`src/rtl/ppcm_arbiter_pkg.sv`:
```
// ppcm_arbiter_pkg: shared state encodings, port indices and width helper for the PCM arbiter
package ppcm_arbiter_pkg;
    typedef enum logic {S_IDLE = 1'b0, S_XFER = 1'b1} state_e;
    localparam logic P0 = 1'b0;
    localparam logic P1 = 1'b1;
    function automatic int get_width(input int v);
        int w;
        w = 1;
        for (int i = 1; i < 32; i++) if ((v >> i) != 0) w = i + 1;
        return w;
    endfunction
endpackage

```
`src/rtl/ppcm_arbiter_if.sv`:
```
// ppcm_arbiter_if: one requester port of the PCM arbiter (request side drives cs/addr/burst)
interface ppcm_arbiter_if #(parameter int AW = 22) ();
    logic          cs;
    logic [AW-1:0] addr;
    logic          burst;
    logic [31:0]   dout;
    logic          busy;
    logic          ack;
    logic          err;
    modport master (output cs, addr, burst, input dout, busy, ack, err);
    modport slave  (input cs, addr, burst, output dout, busy, ack, err);
endinterface

```
`src/rtl/ppcm_arbiter_pick.sv`:
```
// ppcm_arbiter_pick: picks the winning port of two requests; round-robin ties under PPCM_ARB_RR_EN, else port 0 wins
module ppcm_arbiter_pick
    import ppcm_arbiter_pkg::*;
(
    input  logic [1:0] req_i,
`ifdef PPCM_ARB_RR_EN
    input  logic       last_i,
`endif
    output logic       pick_o
);
    // a lone requester always wins; only ties depend on the configuration
    always_comb begin
`ifdef PPCM_ARB_RR_EN
        pick_o = (&req_i) ? ~last_i : (req_i[0] ? P0 : P1);
`else
        pick_o = req_i[0] ? P0 : P1;
`endif
    end
endmodule

```
`src/rtl/ppcm_arbiter.sv`:
```
// ppcm_arbiter: shares one read-only PCM core between two requesters; PPCM_ARB_RR_EN selects round-robin ties
module ppcm_arbiter
    import ppcm_arbiter_pkg::*;
#(
    parameter int ADDR_BITS = 24,
    parameter int TIMEOUT   = 4096
) (
    input  logic                 clk,
    input  logic                 rst_n,
    ppcm_arbiter_if.slave        m0_io,
    ppcm_arbiter_if.slave        m1_io,
    output logic                 core_cs_o,
    output logic [ADDR_BITS-3:0] core_addr_o,
    output logic                 core_burst_o,
    input  logic [31:0]          core_dout_i,
    input  logic                 core_busy_i,
    input  logic                 core_ack_i
);
    localparam int WW = get_width(TIMEOUT - 1);

    state_e               state_q;
    logic                 owner_q;
    logic                 owner_d;
    logic [WW-1:0]        wdog_q;
    logic                 core_cs_q;
    logic [ADDR_BITS-3:0] core_addr_q;
    logic                 core_burst_q;
    logic                 own_cs;
    logic [ADDR_BITS-3:0] own_addr;
    logic                 own_burst;
    logic                 done;
    logic                 hung;
`ifdef PPCM_ARB_RR_EN
    logic                 last_q;
`endif

    ppcm_arbiter_pick u_pick (
        .req_i  ({m1_io.cs, m0_io.cs}),
`ifdef PPCM_ARB_RR_EN
        .last_i (last_q),
`endif
        .pick_o (owner_d)
    );

    // owner's request fields, final-word completion and watchdog expiry
    always_comb begin
        own_cs    = owner_q ? m1_io.cs    : m0_io.cs;
        own_addr  = owner_q ? m1_io.addr  : m0_io.addr;
        own_burst = owner_q ? m1_io.burst : m0_io.burst;
        done      = state_q == S_XFER && core_ack_i && !core_busy_i;
        hung      = state_q == S_XFER && !core_ack_i && wdog_q == WW'(TIMEOUT - 1);
    end

    // grant FSM with registered core-side outputs, so mX_cs never reaches core_cs combinationally
    always_ff @(posedge clk) begin
        if (!rst_n) begin
            state_q      <= S_IDLE;
            owner_q      <= P0;
            wdog_q       <= '0;
            core_cs_q    <= 1'b0;
            core_addr_q  <= '0;
            core_burst_q <= 1'b0;
`ifdef PPCM_ARB_RR_EN
            last_q       <= P1;
`endif
        end else if (state_q == S_IDLE) begin
            if (!core_busy_i && (m0_io.cs || m1_io.cs)) begin
                state_q      <= S_XFER;
                owner_q      <= owner_d;
                wdog_q       <= '0;
                core_cs_q    <= 1'b1;
                core_addr_q  <= owner_d ? m1_io.addr  : m0_io.addr;
                core_burst_q <= owner_d ? m1_io.burst : m0_io.burst;
`ifdef PPCM_ARB_RR_EN
                last_q       <= owner_d;
`endif
            end
        end else if (done || hung) begin
            state_q      <= S_IDLE;
            core_cs_q    <= 1'b0;
            core_addr_q  <= '0;
            core_burst_q <= 1'b0;
        end else begin
            wdog_q       <= core_ack_i ? '0 : wdog_q + 1'b1;
            core_cs_q    <= own_cs;
            core_addr_q  <= own_addr;
            core_burst_q <= own_burst;
        end
    end

    assign core_cs_o    = core_cs_q;
    assign core_addr_o  = core_addr_q;
    assign core_burst_o = core_burst_q;

    assign m0_io.dout = core_dout_i;
    assign m1_io.dout = core_dout_i;
    assign m0_io.ack  = core_ack_i && state_q == S_XFER && owner_q == P0;
    assign m1_io.ack  = core_ack_i && state_q == S_XFER && owner_q == P1;
    assign m0_io.busy = m0_io.cs && !(done && owner_q == P0);
    assign m1_io.busy = m1_io.cs && !(done && owner_q == P1);
    assign m0_io.err  = hung && owner_q == P0;
    assign m1_io.err  = hung && owner_q == P1;
endmodule

```
`src/flat_wrapper.sv`:
```
// flat-port wrapper written by rule: the top's interface ports become plain ports
module ppcm_arbiter_flat import ppcm_arbiter_pkg::*;
#(
    parameter int ADDR_BITS = 24,
    parameter int TIMEOUT   = 4096
)
  (clk, rst_n, core_cs_o, core_addr_o, core_burst_o, core_dout_i, core_busy_i, core_ack_i, m0_io_cs, m0_io_addr, m0_io_burst, m0_io_dout, m0_io_busy, m0_io_ack, m0_io_err, m1_io_cs, m1_io_addr, m1_io_burst, m1_io_dout, m1_io_busy, m1_io_ack, m1_io_err);
  ppcm_arbiter_if #(.AW(((24) - 2))) m0_io_i ();
  ppcm_arbiter_if #(.AW(((24) - 2))) m1_io_i ();
  input  logic clk;
  input  logic rst_n;
  output logic core_cs_o;
  output logic [ADDR_BITS-3:0] core_addr_o;
  output logic core_burst_o;
  input  logic [31:0] core_dout_i;
  input  logic core_busy_i;
  input  logic core_ack_i;
  input wire logic [$bits(m0_io_i.cs)-1:0] m0_io_cs;
  input wire logic [$bits(m0_io_i.addr)-1:0] m0_io_addr;
  input wire logic [$bits(m0_io_i.burst)-1:0] m0_io_burst;
  output wire logic [$bits(m0_io_i.dout)-1:0] m0_io_dout;
  output wire logic [$bits(m0_io_i.busy)-1:0] m0_io_busy;
  output wire logic [$bits(m0_io_i.ack)-1:0] m0_io_ack;
  output wire logic [$bits(m0_io_i.err)-1:0] m0_io_err;
  input wire logic [$bits(m1_io_i.cs)-1:0] m1_io_cs;
  input wire logic [$bits(m1_io_i.addr)-1:0] m1_io_addr;
  input wire logic [$bits(m1_io_i.burst)-1:0] m1_io_burst;
  output wire logic [$bits(m1_io_i.dout)-1:0] m1_io_dout;
  output wire logic [$bits(m1_io_i.busy)-1:0] m1_io_busy;
  output wire logic [$bits(m1_io_i.ack)-1:0] m1_io_ack;
  output wire logic [$bits(m1_io_i.err)-1:0] m1_io_err;
  assign m0_io_i.cs = m0_io_cs;
  assign m0_io_i.addr = m0_io_addr;
  assign m0_io_i.burst = m0_io_burst;
  assign m0_io_dout = m0_io_i.dout;
  assign m0_io_busy = m0_io_i.busy;
  assign m0_io_ack = m0_io_i.ack;
  assign m0_io_err = m0_io_i.err;
  assign m1_io_i.cs = m1_io_cs;
  assign m1_io_i.addr = m1_io_addr;
  assign m1_io_i.burst = m1_io_burst;
  assign m1_io_dout = m1_io_i.dout;
  assign m1_io_busy = m1_io_i.busy;
  assign m1_io_ack = m1_io_i.ack;
  assign m1_io_err = m1_io_i.err;
  ppcm_arbiter #(.ADDR_BITS(ADDR_BITS), .TIMEOUT(TIMEOUT)) u_core (.clk(clk), .rst_n(rst_n), .m0_io(m0_io_i), .m1_io(m1_io_i), .core_cs_o(core_cs_o), .core_addr_o(core_addr_o), .core_burst_o(core_burst_o), .core_dout_i(core_dout_i), .core_busy_i(core_busy_i), .core_ack_i(core_ack_i));
endmodule
```
`config.mk`:
```
export PLATFORM = sky130hd
export DESIGN_NAME = ppcm_arbiter_flat
export DESIGN_NICKNAME = d
export VERILOG_FILES = /design/src/rtl/ppcm_arbiter_pkg.sv /design/src/rtl/ppcm_arbiter_if.sv /design/src/rtl/ppcm_arbiter_pick.sv /design/src/rtl/ppcm_arbiter.sv /design/src/flat_wrapper.sv
export SDC_FILE = /design/constraint.sdc
export NUM_CORES = 1
export LEC_CHECK = 0
export CORE_MARGIN = 2
export CORE_UTILIZATION = 35
export CTS_BUF_LIST = sky130_fd_sc_hd__clkbuf_4
export CTS_CLUSTER_DIAMETER = 30
export DETAILED_ROUTE_END_ITERATION = 10
export GPL_ROUTABILITY_DRIVEN = 0
export PLACE_DENSITY = 0.79
export SETUP_SLACK_MARGIN = 0.3
export SYNTH_ARGS = -nofsm -noshare
export SYNTH_HDL_FRONTEND = slang
export SYNTH_SLANG_ARGS = --single-unit
```
`constraint.sdc`:
```
create_clock -name clk -period 1.8 [get_ports clk]
set_clock_uncertainty 0.2 [all_clocks]
set_input_delay 0.27 -clock clk [delete_from_list [all_inputs] [get_ports clk]]
set_output_delay 0.27 -clock clk [all_outputs]
set_load 0.05 [all_outputs]
```
==> results <==
==> cells in the mapped netlist (all sizes together), types with 2 or more instances <==
cell type | instances | share of area [%]
buf | 77 | 19
o221a | 24 | 9.1
or2 | 2 | 0.42
nor2 | 10 | 1.3
dfxtp | 38 | 26
or4 | 2 | 0.51
nand3 | 3 | 0.51
nor4 | 2 | 0.84
nor2b | 2 | 0.42
and3 | 2 | 0.42
a211oi | 26 | 6.6
nand2 | 11 | 1.4
o21ai | 9 | 1.6
a21oi | 24 | 4.0
a31oi | 6 | 1.3
inv | 2 | 0.25
a31o | 3 | 0.89
clkbuf | 17 | 2.2
nand4b | 2 | 0.59
mux2i | 47 | 16
nand4 | 3 | 1.1
o31ai | 3 | 0.76
nor3 | 6 | 1.0
==> routing by layer <==
layer / wire [um] / up-vias
met3: 780 / 32
met4: 176 / 0
met5: 0 / -
met1: 3820 / 1347
li1: - / 1336
met2: 4390 / 119
==> power by group through the flow <==
stage | Clock (mW) | Sequential [mW] | Combinational (mW)
final | 0.466 | 0.946 | 0.948
after global routing | 0.508 | 0.951 | 1.00
after CTS | 0.471 | 0.945 | 0.922
after detailed placement | 0 | 0.969 | 0.879
after global placement | 0 | 0.968 | 0.861
after floorplan | 0 | 1.14 | 0.743
==> what timing repair did <==
item / 4_1_cts / 5_1_grt
setup buffers: 13 / 3
gates cloned: 2 / 0
hold endpoints to repair: 0 / 0
setup endpoints to repair: 44 / 44
pin swaps: 26 / 35
resized for setup: 47 / 20
==> state kept, by name (all words and copies together) (netlist names) <==
register and cells:
u_core.wdog_q 12, u_core.core_cs_o 1, u_core.core_burst_o 1, u_core.state_q 1, u_core.owner_q 1, u_core.core_addr_o 22
==> layout make-up <==
cell class	instances	area, sq um	share of cell area, %
clock buffers	5	37.5	0.879
well taps	105	131	3.08
multi-input cells	202	1860	43.5
clock inverters	3	16.3	0.381
flip-flops and latches	38	781	18.3
repair buffers	149	1440	33.7
inverters	3	11.3	0.264
==> cells by family after synthesis <==
logic type,synth area share [%]
mux,15.9
flops,25.6
simple gates,9.74
fa+ha+maj,0.422
compound gates,26.9
buf+inv,21.5
==> metrics by stage <==
| step | hold slack, ns | setup WS (ns) |
|---|---|---|
| 3_5_place_dp | 0.320 | -0.235 |
| 5_1_grt | 0.261 | -0.403 |
| 2_1_floorplan | 0.266 | -0.0826 |
| 3_3_place_gp | 0.309 | -0.220 |
| 6_report | 0.255 | -0.334 |
| 4_1_cts | 0.248 | -0.337 |
==> worst min-delay path, stage by stage <==
cell	delay, ns
buf_2	0.14
buf_12	0.18
nand2_1	0.07
o211a_1	0.13
==> placed cells by master, fill, tap and decap left out, types with 3 or more instances in the layout <==
cell type and n:
a211oi_1 7, a211oi_2 18, a21oi_1 24, a31o_1 3, a31oi_1 5, buf_12 8
buf_4 77, buf_6 6, buf_8 5, clkbuf_4 5, clkdlybuf4s50_1 47, dfxtp_1 26
dfxtp_2 10, dlygate4sd2_1 3, mux2i_1 47, nand2_1 8, nand3_1 3, nor2_1 5
nor2_4 5, nor3_1 4, o21ai_0 6, o221a_2 21, o31ai_1 3
==> how the worst max path moves through the flow <==
stage	end	slack [ns]	cells after the start
after floorplan	m0_io_err	-0.08	6
after global placement	m1_io_err	-0.22	5
after detailed placement	u_core.wdog_q[2]	-0.23	6
after CTS	m1_io_err	-0.34	5
after global routing	m0_io_err	-0.40	5
final	m1_io_err	-0.33	4
==> qor.csv <==
metric,value,unit
start_util,36.1,%
ys_ff_latch,38,
path_max_fanout,3,
root_buffer,clkbuf_4,
clk_latency,0.36,ns
die_h,96.1,um
finalCritPeriodShare,119,%
crit_path_start_kind,flop,
holdBufCountCts,0,
end_kind,output pin,
n_fill_cell,706,
drive_gt1_share,46.5,%
synth_nets,422,
antenna_found_initial,0,
synthCells,337,
die_x,96.1,um
required,1.33,ns
port_buffers,81,
startpoint,u_core.wdog_q[3],
drc,0,
max_cap_violations,0,
max_freq,0.469,GHz
cts_buffers,5,
power_switching,0.896,mW
leakage,1.73,nW
synth_edf_count,0,
fp.dieArea,9230,sq um
grt.busiest_layer,met2,
drt_pass1_iterations,4,
grt_pass1_wl,14.1,mm
cts_tree,built,
dp_cells,479,
numClockSinks,38,
comb_power_share,40.2,%
final_area,4270,sq um
ys_warn_count,0,
fin_tns_setup,-7.33,ns
core.rowCount,33,
setup_violations,39,
max_stage_delay,0.38,ns
power_density,552,nW/um^2
syn_to_final_growth,43.9,%
finalCriticalPeriod,2.13,ns
arrival,1.66,ns
wl_per_cell,18.1,um
synth-main-ff-cell,dfxtp_1,
synth_cell_type_count,46,
r2r-end,u_core.core_addr_o[0],
r2r_start,u_core.wdog_q[3],
antenna_left,0,
status,"complete, but fails checks",
slowest_stage,dfxtp_2,
r2r_slack,-0.25,ns
violations,setup timing,
p_int,1.46,mW
grt_pass1_vias,2851,
place_hpwl,6.08,mm
total_power,2.36,mW
avgSynthCellArea,8.81,sq um
grtUsageMet3,5.48,%
boundaryPins,178,
ir_drop,0.000209,V
placed_area,3760,sq um
power_frac_clock,19.7,%
path_cells,nand4_4 > nor4_4 > and3_4 > buf_12,
first_iter_violations,115,
switching_share,38.0,%
antenna_cells,0,
htreeDepth,2,
gr-usage-met2,32.3,%
slew_headroom,74.3,%
hp-class,in -> reg,
worstHoldStart,m0_io_cs,
whs_endpoint,u_core.owner_q,
hold_viol_final,0,
met1_usage,23.5,%
rr_worst_depth,8,
finalNonFillerCells,505,
whs_path_depth,4,
core-area,8220,sq um
cp_num_buf_inv,1,
grtUsageTotal,19.3,%
path_delay_family,simple AND/OR/NAND/NOR gates,
totalWireLength,9.16,mm
clockBufferDepth,2,
grt-ovfl-total,0,
fin_util,52.0,%
async_flop_share,0,%
fin_ws,-0.334,ns
synth_area,2970,sq um
power_frac_seq,40.1,%
clk_pin_slew,0.13,ns
drv_slew,0,
grt_setup_unrepaired,yes,
worst_pin_slew,0.386,ns
via_count,2834,
seq_area_frac_synth,25.6,%
viasPerCell,5.61,
worst-setup-path-type,reg -> out,
grt_max_degree,26,
nets,484,
Note: power is estimated with default switching activity, not from simulation.
